$ cat src/rtl/lsu_mem_ctrl_pkg.sv
// Shared types and constants for the load/store unit: FSM states, funct3 codes
// and the funct3 legality check.
package lsu_mem_ctrl_pkg;

   localparam int unsigned DATA_WIDTH = 32;

   typedef enum logic [1:0] {
      IDLE,
      ACCESS,
      RESP
   } lsu_state_e;

   localparam logic [2:0] F3_B  = 3'b000;
   localparam logic [2:0] F3_H  = 3'b001;
   localparam logic [2:0] F3_W  = 3'b010;
   localparam logic [2:0] F3_BU = 3'b100;
   localparam logic [2:0] F3_HU = 3'b101;

   // Stores have no unsigned variants, so only B/H/W are legal for them.
   function automatic logic f3_legal(input logic we, input logic [2:0] f3);
      if (we) begin
         return (f3 == F3_B) || (f3 == F3_H) || (f3 == F3_W);
      end
      return (f3 == F3_B) || (f3 == F3_H) || (f3 == F3_W) ||
             (f3 == F3_BU) || (f3 == F3_HU);
   endfunction

endpackage

$ cat src/rtl/lsu_mem_ctrl_align.sv
// Combinational datapath for the LSU: request legality/alignment checks, load lane
// select with extension, and byte/halfword store merge into the read word.
module lsu_align
   import lsu_mem_ctrl_pkg::*;
(
   input  logic                  chk_we_i,
   input  logic [2:0]            chk_funct3_i,
   input  logic [1:0]            chk_addr_lo_i,
   output logic                  illegal_o,
   output logic                  misalign_o,
   input  logic [2:0]            funct3_i,
   input  logic [1:0]            addr_lo_i,
   input  logic [DATA_WIDTH-1:0] rdata_i,
   input  logic [DATA_WIDTH-1:0] wdata_i,
   output logic [DATA_WIDTH-1:0] load_data_o,
   output logic [DATA_WIDTH-1:0] store_data_o
);

   logic [DATA_WIDTH-1:0] lane;

   always_comb begin
      illegal_o  = !f3_legal(chk_we_i, chk_funct3_i);
      misalign_o = 1'b0;
      case (chk_funct3_i[1:0])
         2'b01:   misalign_o = chk_addr_lo_i[0];
         2'b10:   misalign_o = |chk_addr_lo_i;
         default: misalign_o = 1'b0;
      endcase
   end

   // Shift the addressed lane down to bit 0; halfwords are already 2-byte aligned.
   always_comb begin
      lane        = rdata_i >> {addr_lo_i, 3'b000};
      load_data_o = rdata_i;
      case (funct3_i)
         F3_B:    load_data_o = {{24{lane[7]}}, lane[7:0]};
         F3_H:    load_data_o = {{16{lane[15]}}, lane[15:0]};
         F3_BU:   load_data_o = {24'h000000, lane[7:0]};
         F3_HU:   load_data_o = {16'h0000, lane[15:0]};
         default: load_data_o = rdata_i;
      endcase
   end

   always_comb begin
      store_data_o = rdata_i;
      case (funct3_i)
         F3_B:    store_data_o[{addr_lo_i, 3'b000} +: 8] = wdata_i[7:0];
         F3_H:    store_data_o[{addr_lo_i[1], 4'b0000} +: 16] = wdata_i[15:0];
         default: store_data_o = wdata_i;
      endcase
   end

endmodule

$ cat src/rtl/lsu_mem_ctrl.sv
// Load/store unit in front of the word-wide data memory: one request at a time,
// single-cycle read-modify-write for sub-word stores, error response without access.
module lsu_mem_ctrl
   import lsu_mem_ctrl_pkg::*;
#(
   parameter int unsigned MEM_ADDR_W = 10
) (
   input  logic                  clk_i,
   input  logic                  rst_n_i,
   input  logic                  req_valid_i,
   output logic                  req_ready_o,
   input  logic                  req_we_i,
   input  logic [2:0]            req_funct3_i,
   input  logic [31:0]           req_addr_i,
   input  logic [DATA_WIDTH-1:0] req_wdata_i,
   output logic                  resp_valid_o,
   output logic [DATA_WIDTH-1:0] resp_rdata_o,
   output logic                  resp_err_o,
   output logic                  mem_we_o,
   output logic [MEM_ADDR_W-1:0] mem_addr_o,
   output logic [DATA_WIDTH-1:0] mem_wdata_o,
   input  logic [DATA_WIDTH-1:0] mem_rdata_i
);

   lsu_state_e            state_q;
   logic                  we_q;
   logic [2:0]            funct3_q;
   logic [1:0]            addr_lo_q;
   logic [DATA_WIDTH-1:0] wdata_q;
   logic                  resp_err_q;
   logic [DATA_WIDTH-1:0] resp_rdata_q;
   logic [MEM_ADDR_W-1:0] mem_addr_q;

   logic                  illegal;
   logic                  misalign;
   logic                  out_of_range;
   logic                  req_err;
   logic [DATA_WIDTH-1:0] load_data;
   logic [DATA_WIDTH-1:0] store_data;

   lsu_align u_align (
      .chk_we_i      (req_we_i),
      .chk_funct3_i  (req_funct3_i),
      .chk_addr_lo_i (req_addr_i[1:0]),
      .illegal_o     (illegal),
      .misalign_o    (misalign),
      .funct3_i      (funct3_q),
      .addr_lo_i     (addr_lo_q),
      .rdata_i       (mem_rdata_i),
      .wdata_i       (wdata_q),
      .load_data_o   (load_data),
      .store_data_o  (store_data)
   );

   assign out_of_range = |req_addr_i[31:MEM_ADDR_W];
   assign req_err      = illegal || misalign || out_of_range;

   always_ff @(posedge clk_i or negedge rst_n_i) begin
      if (!rst_n_i) begin
         state_q      <= IDLE;
         we_q         <= 1'b0;
         funct3_q     <= 3'b000;
         addr_lo_q    <= 2'b00;
         wdata_q      <= '0;
         resp_err_q   <= 1'b0;
         resp_rdata_q <= '0;
         mem_addr_q   <= '0;
      end else begin
         case (state_q)
            IDLE: begin
               if (req_valid_i) begin
                  we_q       <= req_we_i;
                  funct3_q   <= req_funct3_i;
                  addr_lo_q  <= req_addr_i[1:0];
                  wdata_q    <= req_wdata_i;
                  resp_err_q <= req_err;
                  // mem_addr_o only moves for requests that really reach memory.
                  if (!req_err) begin
                     mem_addr_q <= {req_addr_i[MEM_ADDR_W-1:2], 2'b00};
                  end
                  state_q <= req_err ? RESP : ACCESS;
               end
            end
            ACCESS: begin
               resp_rdata_q <= we_q ? '0 : load_data;
               state_q      <= RESP;
            end
            RESP: begin
               resp_err_q   <= 1'b0;
               resp_rdata_q <= '0;
               state_q      <= IDLE;
            end
            default: state_q <= IDLE;
         endcase
      end
   end

   // Write enable is a decode of live state so an asynchronous reset kills it at once.
   assign req_ready_o  = (state_q == IDLE);
   assign resp_valid_o = (state_q == RESP);
   assign mem_we_o     = (state_q == ACCESS) && we_q;
   assign mem_wdata_o  = mem_we_o ? store_data : '0;
   assign mem_addr_o   = mem_addr_q;
   assign resp_err_o   = resp_err_q;
   assign resp_rdata_o = resp_rdata_q;

endmodule
$ cat config.mk
export PLATFORM = sky130hd
export DESIGN_NAME = lsu_mem_ctrl
export DESIGN_NICKNAME = d
export VERILOG_FILES = /design/src/rtl/lsu_mem_ctrl_pkg.sv /design/src/rtl/lsu_mem_ctrl_align.sv /design/src/rtl/lsu_mem_ctrl.sv
export SDC_FILE = /design/constraint.sdc
export NUM_CORES = 1
export LEC_CHECK = 0
export ABC_AREA = 1
export BUFFER_PORTS_ARGS = -buffer_cell sky130_fd_sc_hd__buf_2
export CAP_MARGIN = 30
export CORE_MARGIN = 5
export CORE_UTILIZATION = 53
export DETAILED_ROUTE_END_ITERATION = 8
export GPL_ROUTABILITY_DRIVEN = 0
export PLACE_DENSITY = 0.93
export SKIP_CTS_REPAIR_TIMING = 1
export SLEW_MARGIN = 20
export SYNTH_ARGS = -nofsm -noshare
export SYNTH_HDL_FRONTEND = slang
export SYNTH_HIERARCHICAL = 1
export SYNTH_SLANG_ARGS = --single-unit
$ cat constraint.sdc
create_clock -name clk_i -period 4.1 [get_ports clk_i]
set_input_delay 1.025 -clock clk_i [delete_from_list [all_inputs] [get_ports clk_i]]
set_output_delay 1.025 -clock clk_i [all_outputs]
set_load 0.01 [all_outputs]
* Word-level counts from Yosys, hierarchy flattened
Index checks and enable logic that the tools add are counted.
** Storage, ports and cells
- Bits in registers :: 81
- Output and inout bits :: 78
- Word-level logic and storage cells :: 62
** Cells by class
- Add/sub/neg operators :: 2
- Equal/unequal tests :: 12
- Shifts and indexed selects :: 5
- Mux-type cells :: 16
- Bitwise gates (word level) :: 1
- Reduce and logical (&&, ||, !) cells :: 18
** Operators by type and width (count)
- 32-bit one-hot mux with 2 select lines :: 2
- 32-bit one-hot mux with 4 select lines :: 1
- 32-bit bitwise mux :: 2
- 32-bit two-way mux :: 2
- 16-bit by 7-bit variable shift with 32-bit output (first input constant) :: 1
- 8-bit by 7-bit variable shift with 32-bit output (first input constant) :: 1
- 16-bit by 7-bit variable part select with 32-bit output :: 1
- 8-bit by 7-bit variable part select with 32-bit output :: 1
- 32-bit by 5-bit right shift with 16-bit output :: 1
- 22-bit OR reduction :: 1
- 5-bit negator with 7-bit output :: 2
- 3-bit equality test (second input constant) :: 4
- 3-bit by 1-bit equality test with 1-bit output (second input constant) :: 2
- 3-bit logical NOT :: 2
- 1-bit logical OR :: 6
- 2-bit by 1-bit equality test with 1-bit output (second input constant) :: 2
- 2-bit equality test (second input constant) :: 2
- 1-bit two-way mux :: 4
- 2-bit two-way mux :: 2
- 1-bit one-hot mux with 2 select lines :: 2
- 2-bit one-hot mux with 2 select lines :: 1
- 2-bit AND reduction :: 2
- 2-bit nonzero test :: 2
- 3-bit by 2-bit equality test with 1-bit output (second input constant) :: 1
- 7 further kinds :: 7

* Logic depth before layout (Yosys ltp)
- Word-level depth :: 12
- Mapped depth :: 12

* Hierarchy
Netlist, hierarchy kept.
** By module, submodules not included
- lsu_mem_ctrl :: times used 1, cells an instance 450, area an instance 3585.9 um^2
- lsu_align :: times used 1, cells an instance 469, area an instance 2296.0 um^2

* Least setup slack after synthesis
No wires, ideal clock.
- Path type :: register to output
- Start :: reg addr_lo_q[1]
- End :: out mem_wdata_o[3]
- Data arrival time :: 2302 ps
- Data required time :: 3075 ps
- Slack :: 773 ps
- Stages on the path, launching flop included :: 13
- Buffers on the path :: 3
- Cell sequence :: dfrtp_1 -> buf_4 -> inv_2 -> clkbuf_1 -> ha_1 -> clkbuf_1 -> inv_2 -> nand2_1 -> o21ai_1 -> nand3_1 -> o211ai_1 -> inv_1 -> nor2_1
** Between the ends
- Longest elaborated chain between the ends :: 5
** RTL lines
- start: declaration :: line lsu_mem_ctrl.sv:28 : logic [1:0] addr_lo_q;
- start signal: assignment :: line lsu_mem_ctrl.sv:74 : addr_lo_q <= req_addr_i[1:0];
- 5-bit negator with 7-bit output (on tied branches) :: line lsu_mem_ctrl_align.sv:48, lsu_mem_ctrl_align.sv:47
- 16-bit by 7-bit variable part select with 32-bit output, or another cell as far along :: line lsu_mem_ctrl_align.sv:48 : F3_H: store_data_o[{addr_lo_i[1], 4'b0000} +: 16] = wdata_i[15:0];
- 32-bit bitwise mux (on tied branches) :: line lsu_mem_ctrl_align.sv:48, lsu_mem_ctrl_align.sv:47
- 32-bit one-hot mux with 2 select lines (*) :: line lsu_mem_ctrl_align.sv:46 : case (funct3_i)
- via store_data[3] :: line lsu_mem_ctrl.sv:39 : logic [DATA_WIDTH-1:0] store_data;
- 32-bit two-way mux (*) :: line lsu_mem_ctrl.sv:102 : assign mem_wdata_o = mem_we_o ? store_data : '0;
- end: declaration :: line lsu_mem_ctrl.sv:21 : output logic [DATA_WIDTH-1:0] mem_wdata_o,
Mark *: on every way through the listed nets, which the timed path passes. The rest lies on a longest branch.

* Final worst setup path
- Start :: reg addr_lo_q[0]
- End :: out mem_wdata_o[0]
** Between the ends
- Longest elaborated chain between the ends :: 5
** RTL lines
- 5-bit negator with 7-bit output (*) :: line lsu_mem_ctrl_align.sv:47 : F3_B: store_data_o[{addr_lo_i, 3'b000} +: 8] = wdata_i[7:0];
- 8-bit by 7-bit variable part select with 32-bit output or 8-bit by 7-bit variable shift with 32-bit output (tied branches) :: line lsu_mem_ctrl_align.sv:47
- 32-bit bitwise mux (*) :: line lsu_mem_ctrl_align.sv:47
- 32-bit one-hot mux with 2 select lines (*) :: line lsu_mem_ctrl_align.sv:46
- via store_data[0] :: line lsu_mem_ctrl.sv:39
- 32-bit two-way mux (*) :: line lsu_mem_ctrl.sv:102
Marks and branches as above.

==> results_dict.tcl <==
set metrics [dict create \
    vdd_drop_max_mv 0.362 \
    path_delay_family "buffers and inverters" \
    crit_top_cell "inv_1" \
    drtAntennaViolNets 0 \
    h-tree-depth 3 \
    path_buf_inv 4 \
    synthDistinctLibCells 32 \
    start_kind "register" \
    rows 38 \
    io_pins 181 \
    synth-seq-area-share_pct 34.5 \
    intPower_mw 2.36 \
    synthMuxAreaShare_pct 0 \
    min_period_over_period_pct 89.9 \
    critPathArrivalTime_ps 2660 \
    mostFrequentLayoutCells "nand2_1 (329), buf_2 (177), inv_1 (109), nand3_1 (91), dfrtp_1 (81)" \
    core_area_um2 10800 \
    max_stage_delay_ps 420 \
    die_area_um2 13300 \
    power_leakage_nw 3.94 \
    fmax_mhz 271 \
    worstSetupEndpointType "output port" \
    syn_avg_cell_area_um2 6.40 \
    maxSlewHeadroom_pct 45.9 \
    p_clk_share_pct 13.8 \
    antenna_cells 0 \
    synthCells 919 \
    powerDensity_nw_per_um2 680 \
    cts_made_buffers 9 \
    grt_pass1_wl_um 28800 \
    area_growth_pct 19.4 \
    clock-sinks 81 \
    pwr-share-comb_pct 57.6 \
    hold_class "register to register" \
    synth_adder_area_share_pct 2.34 \
    ys_ff_latch 81 \
    drive_gt1_share_pct 22.0 \
    vias_per_cell 5.42 \
    worstMarginPinSlew_ps 810 \
    synth_compound_area_share_pct 13.4 \
    min_period_ps 3690 \
    pwr-share-seq_pct 28.7 \
    total_power_mw 4.78 \
    mostFrequentLayoutCell "nand2_1" \
    post-place-cells 1197 \
    cap_violations 0 \
    p_sw_mw 2.42 \
    hold_viol 0 \
    crit_slowest_cell "ha_1" \
    final_util_pct 64.8 \
    criticalPathCategory "register to output port" \
    drt_iter0_markers 688 \
    wirelength_um 18100 \
    initial_core_util_pct 54.3 \
    die_w_um 115 \
    cts_tree "yes" \
    grt_max_degree 65 \
    drc 0 \
    nNetsFinal 1182 \
    setup_tns_ps 0 \
    nFillCells 993 \
    synth_top_family_by_area "simple AND/OR/NAND/NOR gates" \
    crit_required_ps 3070 \
    synth-simple-area-share_pct 37.7 \
    track_usage_pct 27.1 \
    io_buffer_count 178 \
    crit_fanout 15 \
    netSwitchingFraction_pct 50.7 \
    cts_root_buf "clkbuf_8" \
    synth_area_um2 5880 \
    finClkSkew_ps 7.41 \
    dp_hpwl_um 13600 \
    status "finished, final reports clean" \
    setup_viol 0 \
    die_y_um 115 \
    routedWlPerCell_um 14.9 \
    whs_ps 487 \
    clockBufferDepth 2 \
    yosysWarnings 6 \
    crit_chain "inv_1, ha_1, inv_2, nand2_1, o21ai_1, nand3_1, o211ai_1, inv_1, nor2_1, buf_2" \
    dr_total_vias 6573 \
    antenna_found_initial 1 \
    drtPass1Iterations 6 \
    overflow 0 \
    clk_latency_ps 360 \
    synth_xor_area_share_pct 0 \
    final_cells 1213 \
    rsz0062_at_grt "false" \
    grt_pass1_vias 5933 \
    path_clk_slew_ps 90 \
    slew_viol_final 0 \
]
power by group through the flow:
stage / combinational (mW) / clock, mW / sequential, mW
6_report: 2.75 / 0.658 / 1.37
5_1_grt: 3.11 / 0.701 / 1.39
4_1_cts: 2.70 / 0.666 / 1.35
3_5_place_dp: 2.69 / 0 / 1.37
3_3_place_gp: 2.62 / 0 / 1.36
2_1_floorplan: 2.07 / 0 / 1.33
state kept, by name, summed over array words and instances (netlist names):
name and count:
resp_rdata_o 32, addr_lo_q 2, mem_addr_o 8, resp_err_o 1
funct3_q 3, state_q 2, wdata_q 32, we_q 1
worst register-to-register path: cells and delay by family (launching register included):
kind / cells / cell delay [ps]
simple gates: 6 / 1340
flops: 1 / 430
buf+inv: 2 / 250
compound gates: 1 / 120
metal layers:
| layer | GRT usage, % | vias up | part of all wire [%] |
|---|---|---|---|
| li1 | - | 3211 | - |
| met1 | 36.9 | 2899 | 40 |
| met2 | 42.4 | 394 | 44 |
| met4 | 12.0 | 2 | 3.6 |
| met3 | 4.89 | 67 | 12 |
| met5 | 0 | - | 0.039 |
cells by family (layout without fill, tap and decap cells):
logic type / Yosys count / in the layout
compound gates: 133 / 133
buf+inv: 169 / 322
simple gates: 524 / 524
other cells: 1 / 2
fa+ha+maj: 11 / 11
flops: 81 / 81
final timing paths:
| path | start | end | slack (ps) | depth (start not counted) |
|---|---|---|---|---|
| max | addr_lo_q[0]$_DFFE_PN0P_ | mem_wdata_o[0] | 410 | 10 |
| min | mem_addr_o[3]$_DFFE_PN0P_ | mem_addr_o[3]$_DFFE_PN0P_ | 490 | 2 |
| max reg2reg | funct3_q[1]$_DFFE_PN0P_ | resp_rdata_o[30]$_DFFE_PN0P_ | 1870 | 9 |
| min reg2reg | mem_addr_o[3]$_DFFE_PN0P_ | mem_addr_o[3]$_DFFE_PN0P_ | 490 | 2 |
| max in group asynchronous | rst_n_i | resp_rdata_o[11]$_DFFE_PN0P_ | 2900 | 2 |
| min in group asynchronous | rst_n_i | wdata_q[27]$_DFFE_PN0P_ | 610 | 1 |
cells in the mapped netlist (all sizes together):
library cell | instances | area (um^2)
nand3 | 94 | 493
clkbuf | 17 | 63.8
a21oi | 9 | 45.0
nor2 | 80 | 333
inv | 118 | 448
dfrtp | 81 | 2030
buf | 34 | 195
or2 | 8 | 50.1
o21ai | 76 | 384
nor3 | 2 | 26.3
conb | 1 | 3.75
nand4 | 9 | 62.6
a22oi | 8 | 60.1
nand2 | 331 | 1250
ha | 11 | 138
o31ai | 1 | 7.51
o211ai | 39 | 293
per-stage QoR:
step | area [um^2] | setup WS, ps
after global routing | 7030 | 209
after CTS | 7030 | 483
after detailed placement | 6800 | 900
after global placement | 6750 | 992
after floorplan | 5890 | 773
final | 7030 | 412
area by class of cell:
| type | count | area, um^2 | share of cell area (%) |
|---|---|---|---|
| clock buffer | 12 | 145 | 2.07 |
| clock inverter | 4 | 76.3 | 1.09 |
| inverter | 118 | 448 | 6.38 |
| multi-input combinational | 670 | 3150 | 44.9 |
| sequential | 81 | 2030 | 28.9 |
| tap | 140 | 175 | 2.49 |
| timing repair buffer | 188 | 1000 | 14.2 |
Power figures use the tool's default switching activity.
